--- src/rtl/sdma_chan_arbiter.sv ---
// Round-robin arbiter sharing one SDMA channel of the cell macro between
// N_REQ fabric requesters; sequences Req/Sreq -> Active -> Done with timeout.
module sdma_chan_arbiter #(
    parameter int              N_REQ   = 2,
    parameter int              TO_W    = 16,
    parameter logic [TO_W-1:0] TIMEOUT = 16'd1000
) (
    input  logic             WB_CLK,
    input  logic             WB_RST_n,
    input  logic             enable_i,
    input  logic [N_REQ-1:0] req_i,
    input  logic [N_REQ-1:0] sreq_i,
    output logic [N_REQ-1:0] grant_o,
    output logic [N_REQ-1:0] done_o,
    output logic [N_REQ-1:0] err_o,
    output logic             err_sts_o,
    input  logic             err_clr_i,
    output logic             busy_o,
    output logic             SDMA_Req_o,
    output logic             SDMA_Sreq_o,
    input  logic             SDMA_Active_i,
    input  logic             SDMA_Done_i
);

    localparam int PTR_W = (N_REQ > 1) ? $clog2(N_REQ) : 1;

    typedef enum logic [1:0] {
        ST_IDLE     = 2'd0,
        ST_WAIT_ACT = 2'd1,
        ST_XFER     = 2'd2
    } state_t;

    function automatic logic [PTR_W-1:0] ptr_inc(input logic [PTR_W-1:0] p);
        logic [PTR_W-1:0] r;
        if (p == PTR_W'(N_REQ - 1)) begin
            r = {PTR_W{1'b0}};
        end else begin
            r = p + PTR_W'(1);
        end
        return r;
    endfunction

    // First set request at or after ptr, wrapping modulo N_REQ.
    function automatic logic [PTR_W-1:0] rr_pick(input logic [N_REQ-1:0] req,
                                                 input logic [PTR_W-1:0] ptr);
        logic [PTR_W-1:0] idx;
        logic [PTR_W-1:0] sel;
        logic             found;
        idx   = ptr;
        sel   = ptr;
        found = 1'b0;
        for (int i = 0; i < N_REQ; i++) begin
            if (!found && req[idx]) begin
                sel   = idx;
                found = 1'b1;
            end else begin
                found = found;
            end
            idx = ptr_inc(idx);
        end
        return sel;
    endfunction

    function automatic logic [N_REQ-1:0] onehot(input logic [PTR_W-1:0] idx);
        logic [N_REQ-1:0] v;
        v      = {N_REQ{1'b0}};
        v[idx] = 1'b1;
        return v;
    endfunction

    state_t           state_r, state_nxt_s;
    logic [TO_W-1:0]  cnt_r, cnt_nxt_s;
    logic [PTR_W-1:0] rr_ptr_r, rr_nxt_s;
    logic [PTR_W-1:0] gidx_r, gidx_nxt_s;
    logic [PTR_W-1:0] pick_s;
    logic [N_REQ-1:0] grant_r, grant_nxt_s;
    logic [N_REQ-1:0] done_r, done_nxt_s;
    logic [N_REQ-1:0] err_r, err_nxt_s;
    logic             err_sts_r, err_sts_nxt_s;
    logic             busy_r, busy_nxt_s;
    logic             req_r, req_nxt_s;
    logic             sreq_r, sreq_nxt_s;
    logic             fin_ok_s, fin_err_s;

    // Next-state and next-output computation for the handshake sequencer.
    always_comb begin
        state_nxt_s = state_r;
        cnt_nxt_s   = cnt_r;
        rr_nxt_s    = rr_ptr_r;
        gidx_nxt_s  = gidx_r;
        grant_nxt_s = grant_r;
        req_nxt_s   = req_r;
        sreq_nxt_s  = sreq_r;
        done_nxt_s  = {N_REQ{1'b0}};
        err_nxt_s   = {N_REQ{1'b0}};
        busy_nxt_s  = busy_r;
        fin_ok_s    = 1'b0;
        fin_err_s   = 1'b0;
        pick_s      = rr_pick(req_i, rr_ptr_r);

        case (state_r)
            ST_IDLE: begin
                if (enable_i && (|req_i)) begin
                    gidx_nxt_s  = pick_s;
                    grant_nxt_s = onehot(pick_s);
                    req_nxt_s   = 1'b1;
                    sreq_nxt_s  = sreq_i[pick_s];
                    cnt_nxt_s   = {TO_W{1'b0}};
                    state_nxt_s = ST_WAIT_ACT;
                end else begin
                    grant_nxt_s = {N_REQ{1'b0}};
                    req_nxt_s   = 1'b0;
                    sreq_nxt_s  = 1'b0;
                end
            end
            ST_WAIT_ACT: begin
                if (SDMA_Active_i && SDMA_Done_i) begin
                    fin_ok_s = 1'b1;
                end else if (SDMA_Active_i) begin
                    req_nxt_s   = 1'b0;
                    sreq_nxt_s  = 1'b0;
                    cnt_nxt_s   = {TO_W{1'b0}};
                    state_nxt_s = ST_XFER;
                end else if (cnt_r == TIMEOUT - TO_W'(1)) begin
                    fin_err_s = 1'b1;
                end else begin
                    cnt_nxt_s = cnt_r + TO_W'(1);
                end
            end
            ST_XFER: begin
                if (SDMA_Done_i) begin
                    fin_ok_s = 1'b1;
                end else if (cnt_r == TIMEOUT - TO_W'(1)) begin
                    fin_err_s = 1'b1;
                end else begin
                    cnt_nxt_s = cnt_r + TO_W'(1);
                end
            end
            default: begin
                state_nxt_s = ST_IDLE;
                grant_nxt_s = {N_REQ{1'b0}};
                req_nxt_s   = 1'b0;
                sreq_nxt_s  = 1'b0;
                cnt_nxt_s   = {TO_W{1'b0}};
            end
        endcase

        // Completion and abort share the release path; only the pulse differs.
        if (fin_ok_s || fin_err_s) begin
            state_nxt_s = ST_IDLE;
            grant_nxt_s = {N_REQ{1'b0}};
            req_nxt_s   = 1'b0;
            sreq_nxt_s  = 1'b0;
            cnt_nxt_s   = {TO_W{1'b0}};
            rr_nxt_s    = ptr_inc(gidx_r);
            done_nxt_s  = fin_ok_s ? onehot(gidx_r) : {N_REQ{1'b0}};
            err_nxt_s   = fin_err_s ? onehot(gidx_r) : {N_REQ{1'b0}};
            busy_nxt_s  = 1'b0;
        end else begin
            busy_nxt_s = (state_nxt_s != ST_IDLE);
        end

        if (fin_err_s) begin
            err_sts_nxt_s = 1'b1;
        end else if (err_clr_i) begin
            err_sts_nxt_s = 1'b0;
        end else begin
            err_sts_nxt_s = err_sts_r;
        end
    end

    // State and registered-output flops.
    always_ff @(posedge WB_CLK or negedge WB_RST_n) begin
        if (!WB_RST_n) begin
            state_r   <= ST_IDLE;
            cnt_r     <= {TO_W{1'b0}};
            rr_ptr_r  <= {PTR_W{1'b0}};
            gidx_r    <= {PTR_W{1'b0}};
            grant_r   <= {N_REQ{1'b0}};
            done_r    <= {N_REQ{1'b0}};
            err_r     <= {N_REQ{1'b0}};
            err_sts_r <= 1'b0;
            busy_r    <= 1'b0;
            req_r     <= 1'b0;
            sreq_r    <= 1'b0;
        end else begin
            state_r   <= state_nxt_s;
            cnt_r     <= cnt_nxt_s;
            rr_ptr_r  <= rr_nxt_s;
            gidx_r    <= gidx_nxt_s;
            grant_r   <= grant_nxt_s;
            done_r    <= done_nxt_s;
            err_r     <= err_nxt_s;
            err_sts_r <= err_sts_nxt_s;
            busy_r    <= busy_nxt_s;
            req_r     <= req_nxt_s;
            sreq_r    <= sreq_nxt_s;
        end
    end

    assign grant_o     = grant_r;
    assign done_o      = done_r;
    assign err_o       = err_r;
    assign err_sts_o   = err_sts_r;
    assign busy_o      = busy_r;
    assign SDMA_Req_o  = req_r;
    assign SDMA_Sreq_o = sreq_r;

endmodule
--- config.mk ---
export PLATFORM = sky130hd
export DESIGN_NAME = sdma_chan_arbiter
export DESIGN_NICKNAME = d
export VERILOG_FILES = /design/src/rtl/sdma_chan_arbiter.sv
export SDC_FILE = /design/constraint.sdc
export NUM_CORES = 1
export LEC_CHECK = 0
export BUFFER_PORTS_ARGS = -buffer_cell sky130_fd_sc_hd__clkbuf_2
export CORE_MARGIN = 5
export CORE_UTILIZATION = 57
export DETAILED_ROUTE_END_ITERATION = 8
export PLACE_DENSITY_LB_ADDON = 0.25
export RECOVER_POWER = 25
export REMOVE_ABC_BUFFERS = 1
export SYNTH_ARGS = -nofsm -noshare
export SYNTH_HDL_FRONTEND = slang
export SYNTH_SLANG_ARGS = --single-unit
--- constraint.sdc ---
create_clock -name WB_CLK -period 2.43 [get_ports WB_CLK]
set_clock_uncertainty 0.05 [all_clocks]
set_input_delay 0.6075 -clock WB_CLK [delete_from_list [all_inputs] [get_ports WB_CLK]]
set_output_delay 0.6075 -clock WB_CLK [all_outputs]
set_load 0.01 [all_outputs]
==> impl_metrics.json <==
{
  "max_freq_mhz": 427,
  "port_buffers": 19,
  "totalWireLength_um": 3540,
  "synth_area_um2": 1690,
  "avgSynthCellArea_um2": 9.86,
  "synth-edff-count": 0,
  "ys_warn_count": 0,
  "powerDensity_nw_per_um2": 916,
  "avgViaCountPerCell": 6.34,
  "cts_tree": "yes",
  "place_congestion": 0.889,
  "hold_class": "input pin to flip-flop",
  "ys.flop_type": "dfrtp_1",
  "grt_pass1_wl_um": 6400,
  "root_buffer": "clkbuf_4",
  "critPathArrivalTime_ps": 2560,
  "hpwlAfterDp_um": 2720,
  "wl_per_cell_um": 15.6,
  "areaGrowthSynthToFinish_pct": 10.8,
  "ys_ff_latch": 30,
  "p_leak_nw": 0.844,
  "die_w_um": 64.4,
  "drt_iter0_markers": 53,
  "die_y_um": 64.4,
  "finalSetupViolCount": 0,
  "vias": 1440,
  "syn_inst": 171,
  "ys_seq_area_share_pct": 44.5,
  "grt_pass1_vias": 1508,
  "track_usage_pct": 19.8,
  "drive_above_1_share_pct": 26.0,
  "clock_latency_ps": 330,
  "crit_slowest_cell": "or4_1",
  "crit_required_ps": 2650,
  "synth_commonest_cells": "dfrtp_1, nor2_1, a21oi_1",
  "initial_core_util_pct": 60.1,
  "finalMaxSlewViolations": 31,
  "clkSinkCount": 30,
  "fin_setup_tns_ps": 0,
  "critPathKind": "flip-flop to flip-flop",
  "grt_antenna_before_repair": 0,
  "synth-async-reset-ratio_pct": 100,
  "num_antenna_cells": 0,
  "violations": "max-capacitance violations, max-slew violations",
  "synthDistinctLibCells": 48,
  "drc_errors": 0,
  "dieArea_um2": 4140,
  "cp_top_family": "compound AO/OA/AOI/OAI gates",
  "hold_viol": 0,
  "first_pass_iters": 4,
  "rows": 19,
  "drtAntennaViolNets": 0,
  "hp-start": "err_clr_i",
  "post_cts_buffers": 0,
  "fin_crit_sh_pct": 96.4,
  "worstPathMaxFanout": 11,
  "ir_drop_uv": 817,
  "status": "complete, but fails checks",
  "synth_top_cell_by_area": "dfrtp_1",
  "r2r-start": "state_r[1]",
  "worst-path-buf-inv": 1,
  "layout.cells.non_filler": 227,
  "cts_buffers": 5,
  "clock_path_buffers": 2,
  "crit_path_start_kind": "flip-flop",
  "yosysMostFrequentCell": "dfrtp_1",
  "grt_start_max_net_pins": 31,
  "dp.cells": 219,
  "maxCapViolCount": 1,
  "critPathCaptureType": "flip-flop",
  "netlist_top_cells_area": "dfrtp_1, a21oi_2, ha_1",
  "worst_pin_slew_ps": 1520,
  "max_slew_margin_pct": -1.32,
  "ios": 20,
  "nets": 211,
  "grt_setup_unrepaired": "no",
  "slowest_delay_ps": 550,
  "crit_start": "state_r[1]",
  "overflow": 0,
  "clk_pin_slew_worst_paths_ps": 100,
  "synth_top_area_share_pct": 44.5,
  "finalCriticalPeriod_ps": 2340,
  "coreArea_um2": 2810,
  "path_cells": "inv_1, ha_1, a21o_1, a22oi_2, o21ai_2, or4_1, a21oi_2",
  "htreeDepth": 2
}
==> power by group <==
part / switching, mW / leakage [nW] / internal (mW)
registers: 0.0665 / 0.406 / 0.580
clock network: 0.169 / 0.0343 / 0.139
logic: 0.477 / 0.403 / 0.279
==> registers in the layout, summed over array words and instances (netlist names) <==
name	flops
cnt_r	16
done_o	2
err_o	2
grant_o	2
state_r	2
SDMA_Req_o	1
SDMA_Sreq_o	1
busy_o	1
err_sts_o	1
gidx_r	1
rr_ptr_r	1
==> worst paths after layout <==
check | end | slack (ps) | cells past startpoint
max in group asynchronous | state_r[1] | 860 | 1
min | err_sts_o | 410 | 2
max reg2reg | cnt_r[15] | 90 | 7
min in group asynchronous | cnt_r[8] | 580 | 1
min reg2reg | done_o[0] | 460 | 1
max | cnt_r[15] | 90 | 7
==> per-stage QoR <==
| step | cell area, µm² | setup slack [ps] | utilization [%] | hold slack [ps] | power [mW] |
|---|---|---|---|---|---|
| after floorplan | 1640 | 101 | - | 262 | 1.18 |
| after global placement | 1800 | 251 | 64.1 | 439 | 1.37 |
| after detailed placement | 1800 | 126 | 64.1 | 445 | 1.40 |
| after CTS | 1860 | 106 | 66.4 | 276 | 1.71 |
| after global routing | 1870 | 20.5 | 66.6 | 400 | 1.86 |
| final | 1870 | 88.2 | 66.6 | 409 | 1.71 |
==> final cells by class <==
| class | instances | area [µm²] |
|---|---|---|
| Tap cell | 31 | 38.8 |
| Clock inverter | 2 | 12.5 |
| Timing Repair Buffer | 22 | 116 |
| Multi-Input combinational cell | 129 | 872 |
| Inverter | 7 | 26.3 |
| Clock buffer | 6 | 51.3 |
| Fill cell | 224 | 937 |
| Sequential cell | 30 | 751 |
==> cell usage in the layout, fill, tap and decap left out, types with 2 or more instances in the layout <==
cell,n
nor2_1,17
and4_1,2
nand4_1,4
a31oi_1,2
xnor2_1,2
and3_1,2
clkbuf_2,18
nor2b_1,3
nand2_1,6
or3_1,2
clkbuf_4,5
inv_1,7
o31ai_1,3
nor4_1,2
o21ai_0,6
nor2_2,3
or4_4,3
buf_4,3
a41oi_1,3
nand3_1,7
ha_1,6
dfrtp_1,30
o21ai_1,4
a21oi_1,10
or4_1,3
a21o_1,4
nor3_1,4
a21oi_2,9
==> cell families (layout without fill, tap and decap cells) <==
kind of cell               after synthesis  count (layout)  synth area share, %
AOI/OAI and AO/OA                       53              53                 22.0
adders and majority gates                7               7                 5.05
xor gates and xnor gates                 3               3                 1.56
buffers and inverters                   12              37                 4.08
DFF                                     30              30                 44.5
muxes                                    2               2                 1.26
and+or+nand+nor                         64              64                 21.5
==> per-layer routing <==
metal / share of wire [%] / GRT usage (%) / up-vias
li1: - / - / 689
met1: 42 / 22.4 / 700
met2: 51 / 34.4 / 44
met3: 4.7 / 6.13 / 7
met4: 1.9 / 8.71 / 0
met5: 0 / 0 / -
==> repair_timing <==
item	in CTS	in global routing
setup endpoints to repair	0	5
gates resized for setup	0	2
hold buffers	0	0
==> worst reg2reg max path, delay by kind of cell (launching register included) <==
kind | cells | cell delay (ps)
buffers and inverters | 1 | 100
flip-flops | 1 | 440
AND/OR/NAND/NOR | 1 | 550
adder cells (fa/ha/maj) | 1 | 250
AO/OA/AOI/OAI | 4 | 880
No activity file was read; power rests on OpenSTA's default activity.
